**config.mk**
```make
export PLATFORM = sky130hd
export DESIGN_NAME = enemy_hit_judge
export DESIGN_NICKNAME = d
export VERILOG_FILES = /design/src/rtl/enemy_hit_judge.sv
export SDC_FILE = /design/constraint.sdc
export NUM_CORES = 1
export LEC_CHECK = 0
export CAP_MARGIN = 10
export CORE_UTILIZATION = 50
export DETAILED_ROUTE_END_ITERATION = 8
export PLACE_DENSITY = 0.8
export SETUP_SLACK_MARGIN = 0.02
export SLEW_MARGIN = 10
export SYNTH_ARGS = -nofsm -noshare
export SYNTH_HDL_FRONTEND = slang
export SYNTH_SLANG_ARGS = --single-unit
export TNS_END_PERCENT = 5
```
**constraint.sdc**
```tcl
create_clock -name clk -period 5.4 [get_ports clk]
set_input_delay 0.54 -clock clk [delete_from_list [all_inputs] [get_ports clk]]
set_output_delay 0.54 -clock clk [all_outputs]
set_load 0.1 [all_outputs]
```
**src/rtl/enemy_hit_judge.sv**
```systemverilog
// enemy_hit_judge: bullet/enemy overlap test, hit handshake with the bullet
// stage, ALIVE/FLASH/DEAD life cycle, kill score and sprite pixel enable.
// Build macro ENEMY_HP_EN: multi-hit enemy with HP_MAX hit points and a FLASH
// window after each non-fatal hit. Without it every accepted hit kills.
module enemy_hit_judge #(
    parameter int EW            = 46,
    parameter int EH            = 40,
    parameter int BW            = 10,
    parameter int BH            = 40,
    parameter int HP_MAX        = 3,
    parameter int FLASH_TICKS   = 8,
    parameter int RESPAWN_TICKS = 60
) (
    input  logic        clk,
    input  logic        rst,
    input  logic        tick,
    input  logic [9:0]  b_x,
    input  logic [9:0]  b_y,
    input  logic        mybullet_exist,
    input  logic [9:0]  e_x,
    input  logic [9:0]  e_y,
    input  logic [9:0]  x,
    input  logic [9:0]  y,
    output logic        collide,
    output logic        enemy_en,
    output logic        enemy_alive,
    output logic [15:0] score,
    output logic        hit_pulse
);

    typedef enum logic [1:0] {
        ALIVE = 2'd0,
        FLASH = 2'd1,
        DEAD  = 2'd2
    } state_t;

    // One down-counter serves both the flash and the respawn timers; it is
    // at least 2 bits wide because bit 1 drives the flash blink.
    localparam int CNT_MAX = (FLASH_TICKS > RESPAWN_TICKS) ? FLASH_TICKS : RESPAWN_TICKS;
    localparam int CW      = ($clog2(CNT_MAX + 1) < 2) ? 2 : $clog2(CNT_MAX + 1);

    localparam logic [CW-1:0] RESPAWN_LOAD = CW'(RESPAWN_TICKS);
    localparam logic [CW-1:0] CNT_ONE      = CW'(1);
    localparam logic [10:0]   Y_OFF        = 11'd480;
    localparam logic [10:0]   EW11         = 11'(EW);
    localparam logic [10:0]   EH11         = 11'(EH);
    localparam logic [10:0]   BW11         = 11'(BW);
    localparam logic [10:0]   BH11         = 11'(BH);

    if (HP_MAX < 1) begin : g_bad_hp_max
        $error("enemy_hit_judge: HP_MAX must be at least 1");
    end

    // Coordinates widened to 11 bits so the +480 offset and sprite sizes never wrap.
    logic [10:0] bx, by, ex, ey, px, py;
    assign bx = {1'b0, b_x};
    assign by = {1'b0, b_y};
    assign ex = {1'b0, e_x};
    assign ey = {1'b0, e_y};
    assign px = {1'b0, x};
    assign py = {1'b0, y};

    state_t        state_q, state_d;
    logic [CW-1:0] cnt_q, cnt_d;
    logic          collide_q, collide_d;
    logic          hit_pulse_q, hit_pulse_d;
    logic [15:0]   score_q, score_d;

`ifdef ENEMY_HP_EN
    localparam int            HW           = ($clog2(HP_MAX + 1) < 1) ? 1 : $clog2(HP_MAX + 1);
    localparam logic [HW-1:0] HP_LOAD      = HW'(HP_MAX);
    localparam logic [HW-1:0] HP_ONE       = HW'(1);
    localparam logic [CW-1:0] FLASH_LOAD   = CW'(FLASH_TICKS);
    logic [HW-1:0] hp_q, hp_d;
`endif

    logic overlap;
    logic hit_acc;
    logic kill;

    // Bullet y is in the offset frame, so the enemy box is shifted by 480 too;
    // a bullet at or above 480 is still off-screen and never collides.
    assign overlap = (bx < ex + EW11) &&
                     (ex < bx + BW11) &&
                     (by < ey + Y_OFF + EH11) &&
                     (ey + Y_OFF < by + BH11) &&
                     (by > Y_OFF);

    // A hit counts only against a vulnerable enemy and while the previous
    // bullet has been released (collide high).
    assign hit_acc = overlap && mybullet_exist && collide_q && (state_q == ALIVE);

`ifdef ENEMY_HP_EN
    assign kill = hit_acc && (hp_q <= HP_ONE);
`else
    assign kill = hit_acc;
`endif

    // Bullet handshake: drop collide on a hit, release it once the bullet is gone.
    always_comb begin
        // NOTE: every always_comb output gets its default first, so no latch is inferred.
        collide_d   = collide_q;
        hit_pulse_d = hit_acc;
        if (hit_acc) begin
            collide_d = 1'b0;
        end else if (!collide_q && !mybullet_exist) begin
            collide_d = 1'b1;
        end
    end

    // Life-cycle next state: hits in ALIVE, tick-driven timers in FLASH and DEAD.
    always_comb begin
        state_d = state_q;
        cnt_d   = cnt_q;
        score_d = score_q;
`ifdef ENEMY_HP_EN
        hp_d    = hp_q;
`endif
        unique case (state_q)
            ALIVE: begin
                // Ticks are ignored here, so a tick landing on the entry cycle
                // cannot shorten the freshly loaded timer.
                if (kill) begin
                    state_d = DEAD;
                    cnt_d   = RESPAWN_LOAD;
                    if (score_q != 16'hFFFF) begin
                        score_d = score_q + 16'd1;
                    end
                end
`ifdef ENEMY_HP_EN
                if (hit_acc) begin
                    hp_d = hp_q - HP_ONE;
                    if (!kill) begin
                        state_d = FLASH;
                        cnt_d   = FLASH_LOAD;
                    end
                end
`endif
            end
            FLASH: begin
                if (tick) begin
                    cnt_d = cnt_q - CNT_ONE;
                    if (cnt_q <= CNT_ONE) begin
                        cnt_d   = '0;
                        state_d = ALIVE;
                    end
                end
            end
            DEAD: begin
                if (tick) begin
                    cnt_d = cnt_q - CNT_ONE;
                    if (cnt_q <= CNT_ONE) begin
                        cnt_d   = '0;
                        state_d = ALIVE;
`ifdef ENEMY_HP_EN
                        hp_d    = HP_LOAD;
`endif
                    end
                end
            end
            default: begin
                state_d = ALIVE;
                cnt_d   = '0;
            end
        endcase
    end

    // State register with synchronous reset taking priority over hits and ticks.
    always_ff @(posedge clk) begin
        // NOTE: non-blocking assignments so every flop samples pre-edge values.
        if (rst) begin
            state_q     <= ALIVE;
            cnt_q       <= '0;
            collide_q   <= 1'b1;
            hit_pulse_q <= 1'b0;
            score_q     <= '0;
`ifdef ENEMY_HP_EN
            hp_q        <= HP_LOAD;
`endif
        end else begin
            state_q     <= state_d;
            cnt_q       <= cnt_d;
            collide_q   <= collide_d;
            hit_pulse_q <= hit_pulse_d;
            score_q     <= score_d;
`ifdef ENEMY_HP_EN
            hp_q        <= hp_d;
`endif
        end
    end

    assign collide     = collide_q;
    assign hit_pulse   = hit_pulse_q;
    assign score       = score_q;
    assign enemy_alive = (state_q != DEAD);

    // Sprite is drawn solid while ALIVE and blinks on counter bit 1 while FLASH.
    assign enemy_en = (px >= ex) && (px < ex + EW11) &&
                      (py >= ey) && (py < ey + EH11) &&
                      ((state_q == ALIVE) || ((state_q == FLASH) && cnt_q[1]));

endmodule

```
======== After elaboration in Yosys (flattened, before gate mapping) ========
Index checks and enable logic that the tools add are counted.
storage, ports and cells
  bits in registers ....................... 26
  input port bits ......................... 64
  word-level logic and storage cells ...... 62
  output and inout bits ................... 20
operators by class
  eq/ne operators ......................... 7
  multiplexer cells ....................... 10
  add/sub/neg operators ................... 8
  order comparisons ....................... 10
  reduce and logical (&&, ||, !) cells .... 22
operator list
  operator                 count
  $lt A10 B11 Y1           5
  $add A10 B6 Y11 const B  3
  $ge A10 B10 Y1           2
  $mux W6                  3
  $add A16 B1 Y16 const B  1
  $ne A16 B16 Y1 const B   1
  $logic_and A1 B1 Y1      13
  $pmux W6 S2              1
  $add A10 B4 Y11 const B  1
  $add A10 B9 Y11 const B  1
  $add A11 B6 Y11 const B  1
  $lt A11 B11 Y1           1
  $gt A10 B9 Y1 const B    1
  $le A6 B1 Y1 const B     1
  $mux W2                  3
  $reduce_and A3 Y1        2
  $sub A6 B1 Y6 const B    1
  $ne A2 B1 Y1 const B     2
  $ne A2 B2 Y1 const B     2
  $pmux W2 S2              1
  $eq A2 B1 Y1 const B     1
  $eq A2 B2 Y1 const B     1
  $logic_not A1 Y1         2
  $logic_not A2 Y1         1
  5 further kinds          6

======== Logic depth before layout (Yosys ltp) ========
Gate-level depths: netlist (run 1).
  depth in word-level cells ............... 11
  depth in mapped cells ................... 17
  mapped depth without buffers ............ 14

======== Worst setup path after synthesis (run 1) ========
Ideal clock, no wire load.
  path kind ............................... input -> output
  start ................................... in e_y[5]
  end ..................................... out enemy_en
  required time ........................... 4860 ps
  cell stages on the path ................. 11
  arrival ................................. 5304 ps
  slack ................................... -444 ps
  buffers on the path ..................... 1
  cells stage by stage .................... clkbuf_1 -> inv_1 -> ha_1 -> a21oi_1 -> nor2_1 -> xnor2_1 -> ha_1 -> a21o_1 -> a2111oi_0 -> nand2_1 -> nor4bb_1
between the ends
  longest elaborated chain between the ends .. 4
  elaborated cells between the ends (all ways) .. 6
  classes of those cells .................. add/sub (1); order compare (2); reduce/logical (3)
ends and longest elaborated chain
  what                                                          line      text
  start: declaration                                            21        input logic [9:0] e_y,
  $add A10 B6 Y11 / $ge A10 B10 Y1 (equally long branches)      199       (py >= ey) && (py < ey + EH11) &&
  $lt A10 B11 Y1 / $logic_and A1 B1 Y1 (equally long branches)  199, 198
  $logic_and A1 B1 Y1 * (2 in a row)                            199
  end: declaration                                              25        output logic enemy_en,
Mark *: on every way between the ends. The rest lies on a longest branch, timed or not.

======== Final worst setup path (run 1) ========
  start ................................... in e_x[1]
  end ..................................... reg score_q[15], in the netlist score[15]
between the ends
  longest elaborated chain between the ends .. 10
  elaborated cells between the ends (all ways) .. 11
  classes of those cells .................. add/sub (1); order compare (2); reduce/logical (8)
ends and longest elaborated chain
  what                                  line  text
  start: declaration                    20    input logic [9:0] e_x,
  $add A10 B6 Y11                       83    assign overlap = (bx < ex + EW11) &&
  $lt A10 B11 Y1                        83
  $logic_and A1 B1 Y1 *                 83
  $logic_and A1 B1 Y1 *                 84    (ex < bx + BW11) &&
  $logic_and A1 B1 Y1 *                 85    (by < ey + Y_OFF + EH11) &&
  $logic_and A1 B1 Y1 *                 86    (ey + Y_OFF < by + BH11) &&
  $logic_and A1 B1 Y1 * (3 in a row)    91    assign hit_acc = overlap && mybullet_exist && collide_q && (state_q == ALIVE);
  $reduce_and A3 Y1 (no source line) *  -
  end signal: assignment                185   score_q <= score_d;
  end: declaration                      67    logic [15:0] score_q, score_d;
Marked as above.
A chain may end at the register's enable or synchronous reset.

==> results of run 1 <==
[worst min-delay path by stage]
stage	from	end	cells after the start
2_1_floorplan	cnt_q[4]	cnt_q[4]	2
3_3_place_gp	cnt_q[4]	cnt_q[4]	2
3_5_place_dp	cnt_q[4]	cnt_q[4]	2
4_1_cts	cnt_q[4]	cnt_q[4]	2
5_1_grt	cnt_q[4]	cnt_q[4]	2
6_report	cnt_q[4]	cnt_q[4]	2
[placed cells by master, fill, tap and decap left out, types with 4 or more instances in the layout]
cell	count
sky130_fd_sc_hd__ha_1	83
sky130_fd_sc_hd__clkdlybuf4s50_1	82
sky130_fd_sc_hd__inv_1	38
sky130_fd_sc_hd__a21oi_1	37
sky130_fd_sc_hd__nand2_1	30
sky130_fd_sc_hd__o21ai_0	29
sky130_fd_sc_hd__dfxtp_1	25
sky130_fd_sc_hd__nor2_1	21
sky130_fd_sc_hd__xnor2_1	20
sky130_fd_sc_hd__nand3_1	15
sky130_fd_sc_hd__or3_1	14
sky130_fd_sc_hd__xor2_1	11
sky130_fd_sc_hd__nor3_1	11
sky130_fd_sc_hd__nand4_1	11
sky130_fd_sc_hd__a21o_1	10
sky130_fd_sc_hd__nand2b_1	8
sky130_fd_sc_hd__o21a_1	6
sky130_fd_sc_hd__and3_1	5
sky130_fd_sc_hd__a211o_1	5
sky130_fd_sc_hd__nor2b_1	5
sky130_fd_sc_hd__nor4_1	4
sky130_fd_sc_hd__o211ai_1	4
sky130_fd_sc_hd__a31oi_1	4
[synth_stat cells (14+ instances only)]
cell type	n	share of area
sky130_fd_sc_hd__nor2_1	21	0.022
sky130_fd_sc_hd__nand3_1	15	0.021
sky130_fd_sc_hd__xnor2_1	20	0.049
sky130_fd_sc_hd__o21ai_0	29	0.040
sky130_fd_sc_hd__nand2_1	30	0.031
sky130_fd_sc_hd__a21oi_1	37	0.051
sky130_fd_sc_hd__or3_1	14	0.024
sky130_fd_sc_hd__dfxtp_1	25	0.14
sky130_fd_sc_hd__ha_1	83	0.29
sky130_fd_sc_hd__inv_1	38	0.040
[routing by layer]
layer,part of all wire,GRT usage
met4,0.012,0.0470
met1,0.45,0.296
met2,0.49,0.455
met5,0,0
met3,0.041,0.0286
[cell type report]
class | instances | area share
Timing Repair Buffer | 85 | 0.185
Inverter | 39 | 0.0320
Tap cell | 96 | 0.0263
Multi-Input combinational cell | 379 | 0.638
Sequential cell | 25 | 0.110
Clock buffer | 4 | 0.00986
[power breakdown]
group	switching [mW]	internal, mW
combinational	0.165	0.152
sequential	0.00440	0.188
clock	0.0591	0.0529
total	0.228	0.392
[stage by stage]
step / cells / power (mW) / utilization
2_1_floorplan: 451 / 0.397 / -
3_3_place_gp: 624 / 0.501 / 0.658
3_5_place_dp: 624 / 0.510 / 0.658
4_1_cts: 628 / 0.623 / 0.665
5_1_grt: 628 / 0.670 / 0.665
6_report: 628 / 0.620 / 0.665
[registers in the layout, indices dropped and copies added (netlist names)]
name / cells
collide: 1
cnt_q: 6
hit_pulse: 1
state_q: 1
score: 16
[cells by family after synthesis]
family | after synthesis
compound gates | 122
xor+xnor | 31
fa+ha+maj | 83
buf+inv | 47
flops | 25
mux | 3
simple gates | 140
[worst reg2reg max path, stage by stage, from the launching register on]
cell and delay (ns):
sky130_fd_sc_hd__dfxtp_1 0.43, sky130_fd_sc_hd__and4bb_1 0.30, sky130_fd_sc_hd__o31ai_1 0.09, sky130_fd_sc_hd__a2111o_1 0.41, sky130_fd_sc_hd__a221oi_4 0.25, sky130_fd_sc_hd__nand4_2 0.32, sky130_fd_sc_hd__or4_1 0.56, sky130_fd_sc_hd__a21oi_1 0.16
==> results_dict.tcl, run 1 <==
set metrics [dict create \
    status "finished clean" \
    via_per_inst 5.71 \
    cts_inserted_buffers 3 \
    worstPathCellList "clkdlybuf4s50_1 -> inv_1 -> ha_1 -> a21o_1 -> a21oi_1 -> nand3_1 -> xnor2_1 -> ha_1 -> a21o_1 -> a2111o_1 -> a221oi_4 -> nand4_2 -> or4_1 -> a21oi_1" \
    design.die.area_um2 7540 \
    fin_crit_sh 0.785 \
    timing.critical_path.from "e_x[1]" \
    postSynthRegisterBits 25 \
    initial_utilization 0.524 \
    fill_cells 614 \
    path_buf_inv 2 \
    finalWeightedCongestion 0.902 \
    timing.reg2reg.worst_path_depth 7 \
    num_io_pins 84 \
    crit_family "compound AO/OA/AOI/OAI gates" \
    timing.critical_path.required_ns 5.61 \
    drc_violation_count_after_routing 0 \
    antenna_found_initial 0 \
    postRouteAntennaNets 0 \
    synth-seq-area-share 0.139 \
    synth-edff-count 0 \
    synthSimpleGateAreaFrac 0.208 \
    rows 30 \
    stage_delay_of_the_slowest_cell_on_the_critical_path_ns 0.56 \
    total_via_count_after_detailed_routing 3588 \
    worstSetupPathType "in -> reg" \
    power.leakage_nw 1.99 \
    grt_first_pass_wirelength_um 15000 \
    synthMuxAreaShare 0.00904 \
    critical_path_peak_fanout 13 \
    wp_depth 14 \
    drtIter0Drc 147 \
    post-route-min-period_ns 4.24 \
    synth-compound-area-share 0.226 \
    cp_slowest_cell "sky130_fd_sc_hd__or4_1" \
    drive_above_1_share 0.0301 \
    buffer_ports.inserted 83 \
    dp_worst_setup_slack_ns 0.888 \
    post_synth_instance_area_um2 3600 \
    synthArstFlopShare 0 \
    r2r_setup_slack_ns 2.82 \
    sequential_cell_area_um2 500 \
    drt_pre_antenna_iters 4 \
    placed_cell_area_um2 4520 \
    drt-wirelength-per-cell_um 14.3 \
    slew_headroom 0.347 \
    cts_tree "built" \
    final_cell_area_um2 4570 \
    post_cts_resized 0 \
    syn_nets 598 \
    fp.dieH_um 86.8 \
    clockRootBuffer "sky130_fd_sc_hd__clkbuf_8" \
    finalMaxSlewViolations 0 \
    postSynthCellCount 451 \
    final_routed_wirelength_um 8970 \
    cp.arrival_ns 4.45 \
    rsz0062_at_grt "no" \
    synth_adder_area_share 0.289 \
    timing.critical_path.to "score[15]" \
    cts.hold.buffers_added 0 \
    synthXorXnorAreaFrac 0.0755 \
    critical_path.endpoint_type "register" \
    dominantRegCellSynth "sky130_fd_sc_hd__dfxtp_1" \
    worstReg2RegStart "state_q[1]" \
    maxClockFrequency_mhz 236 \
    dp_hpwl_um 7440 \
    tritoncts_num_sinks 25 \
    multiInputGateArea_um2 2910 \
    skew_ns 0.00386 \
    clkLatencyLatePin_ns 0.27 \
    cap_viol_max_count 0 \
    synthesis.yosys.warnings 0 \
    worstSetupStartpointType "primary input" \
    cts_setup_buffers 0 \
    power_density_nw_per_um2 136 \
    final-setup-viol-count 0 \
    clk_pin_slew_ns 0.09 \
    post_synth_num_cell_types 59 \
    max_slew.worst_pin.slew_ns 0.976 \
    core_area_um2 6870 \
    globalRouteTotalUtil 0.243 \
    maximum_number_of_pins_on_one_net_before_global_route_repair 26 \
    final_setup_slack_of_the_worst_path_ns 1.16 \
    hold_violations_final 0 \
    timing.hold.ws_ns 0.480 \
    irDropWorstVdd_uv 86.0 \
    hold_crit_path_type "reg -> reg" \
    clock_tree.buffer_depth 2 \
    synth_top_family_by_area "adder cells" \
    first_global_vias 3569 \
    post_synth.cell_area_avg_um2 7.98 \
    htreeDepth 1 \
    die_w_um 86.8 \
    design.final.nets 680 \
    post_route_setup_tns_ns 0 \
    diodes 0 \
    critical_path.reg2reg.endpoint "score[15]" \
    area_growth_syn_to_layout_pct 26.9 \
    globalRoute.totalOverflow 0 \
]
Power figures use the tool's default switching activity.
==> run 2: changes to the inputs <==
==> constraint.sdc (replaced) <==
create_clock -name clk -period 4 [get_ports clk]
set_input_delay 0.4 -clock clk [delete_from_list [all_inputs] [get_ports clk]]
set_output_delay 0.4 -clock clk [all_outputs]
set_load 0.1 [all_outputs]
==> results_dict.tcl, run 2 (synthesized netlist as in run 1, its figures left out) <==
set metrics [dict create \
    buffer_ports.inserted 83 \
    core_area_um2 6870 \
    hold_crit_path_type "reg -> reg" \
    drive_above_1_share 0.0721 \
    hold_path_end "cnt_q[4]" \
    clock_tree.buffer_depth 2 \
    grt_first_pass_wirelength_um 15200 \
    timing.critical_path.required_ns 3.60 \
    total_via_count_after_detailed_routing 3675 \
    area_growth_syn_to_layout_pct 32.4 \
    path_buf_inv 4 \
    slew_headroom 0.343 \
    max_slew.worst_pin.slew_ns 0.982 \
    r2r_setup_slack_ns 1.62 \
    critical_path.endpoint_type "primary output" \
    worstPathCellList "clkdlybuf4s50_1 -> inv_1 -> buf_4 -> ha_1 -> a21oi_1 -> nor2_1 -> xnor2_1 -> ha_1 -> a21o_1 -> a2111oi_0 -> nand2_1 -> nor4bb_4 -> buf_12" \
    timing.hold.ws_ns 0.469 \
    finalWeightedCongestion 0.880 \
    placed_cells 647 \
    cts_tree "built" \
    post-route-min-period_ns 3.81 \
    skew_ns 0.00295 \
    cp.arrival_ns 3.41 \
    placed_cell_area_um2 4720 \
    design.die.area_um2 7540 \
    hold_violations_final 0 \
    final_cells 651 \
    cts_inserted_buffers 3 \
    finalMaxSlewViolations 0 \
    final_core_utilization 0.694 \
    via_per_inst 5.65 \
    layout_common_cells "sky130_fd_sc_hd__ha_1, sky130_fd_sc_hd__clkdlybuf4s50_1, sky130_fd_sc_hd__inv_1" \
    status "finished clean" \
    final_cell_area_um2 4770 \
    clk_pin_slew_ns 0.09 \
    die_w_um 86.8 \
    globalRoute.totalOverflow 0 \
    timing.critical_path.mode_cell "sky130_fd_sc_hd__ha_1" \
    worstSetupPathType "in -> out" \
    diodes 0 \
    clockRootBuffer "sky130_fd_sc_hd__clkbuf_8" \
    postRouteAntennaNets 0 \
    antenna_found_initial 0 \
    globalRouteTotalUtil 0.244 \
    worst_hold_startpoint "cnt_q[4]" \
    timing.hold.worst_path_depth 2 \
    timing.reg2reg.worst_path_depth 7 \
    final-setup-viol-count 0 \
    largest_register_ffs 16 \
    rows 30 \
    dp_hpwl_um 7530 \
    clkLatencyLatePin_ns 0.27 \
    crit_family "buffers and inverters" \
    power_density_nw_per_um2 180 \
    worstReg2RegStart "state_q[1]" \
    htreeDepth 1 \
    power.leakage_nw 2.12 \
    worstSetupStartpointType "primary input" \
    final_routed_wirelength_um 8990 \
    stage_delay_of_the_slowest_cell_on_the_critical_path_ns 0.49 \
    cap_viol_max_count 0 \
    tritoncts_num_sinks 25 \
    maximum_number_of_pins_on_one_net_before_global_route_repair 26 \
    irDropWorstVdd_uv 116 \
    maxClockFrequency_mhz 263 \
    final_common_cell "sky130_fd_sc_hd__ha_1" \
    fin_crit_sh 0.952 \
    critical_path.reg2reg.endpoint "score[15]" \
    drc_violation_count_after_routing 0 \
    fp.dieH_um 86.8 \
    rsz0062_at_grt "no" \
    initial_utilization 0.524 \
    drt_pre_antenna_iters 4 \
    first_global_vias 3597 \
    drt-wirelength-per-cell_um 13.8 \
    design.final.nets 703 \
    num_io_pins 84 \
    critical_path_peak_fanout 4 \
    cp_slowest_cell "sky130_fd_sc_hd__clkdlybuf4s50_1" \
    drtIter0Drc 123 \
]
run 2: metal layers:
metal | global-route usage | vias to the layer above | part of all wire
li1 | - | 1884 | -
met1 | 0.300 | 1696 | 0.45
met2 | 0.458 | 88 | 0.50
met3 | 0.0324 | 7 | 0.044
met4 | 0.0333 | 0 | 0.0067
met5 | 0 | - | 0
run 2: worst reg2reg max path: stages, from the launching register on:
cell	delay [ns]
sky130_fd_sc_hd__dfxtp_1	0.43
sky130_fd_sc_hd__and4bb_1	0.31
sky130_fd_sc_hd__o31ai_1	0.10
sky130_fd_sc_hd__a2111o_1	0.41
sky130_fd_sc_hd__a221oi_4	0.23
sky130_fd_sc_hd__nand4_2	0.17
sky130_fd_sc_hd__or4_1	0.52
sky130_fd_sc_hd__a21oi_1	0.17
run 2: worst max path at each step:
stage,start,end,cells after the start
3_3_place_gp,e_x[1],score[15],14
4_1_cts,e_x[1],score[15],14
2_1_floorplan,e_y[5],enemy_en,11
3_5_place_dp,e_x[1],score[15],14
5_1_grt,e_y[5],enemy_en,13
6_report,e_y[5],enemy_en,13
run 2: area by class of cell:
cell class                 count  area, um^2
inverter                      39         146
sequential                    25         500
tap                           96         120
clock buffer                   4        45.0
multi-input combinational    379        2930
fill                         591        2100
timing repair buffer         108        1030
run 2: per-stage QoR:
step / setup slack, ns / total power [mW] / TNS, ns
final: 0.194 / 0.859 / 0
after global placement: 0.103 / 0.693 / 0
after floorplan: 0.161 / 0.539 / 0
after global routing: 0.0319 / 0.924 / 0
after detailed placement: -0.0619 / 0.710 / -0.214
after CTS: 0.198 / 0.860 / 0
run 2: what timing repair did:
item / in CTS / in global routing
endpoints found under the setup margin: 0 / 4
hold buffers: 0 / 0
setup buffers: 0 / 0
endpoints found under the hold margin: 0 / 0
resized for setup: 0 / 1
run 2: report_power, final:
group	leakage, nW	switching (mW)	total [mW]	internal [mW]
combinational	1.90	0.226	0.449	0.223
clock	0.0228	0.0790	0.150	0.0713
sequential	0.202	0.00592	0.260	0.254
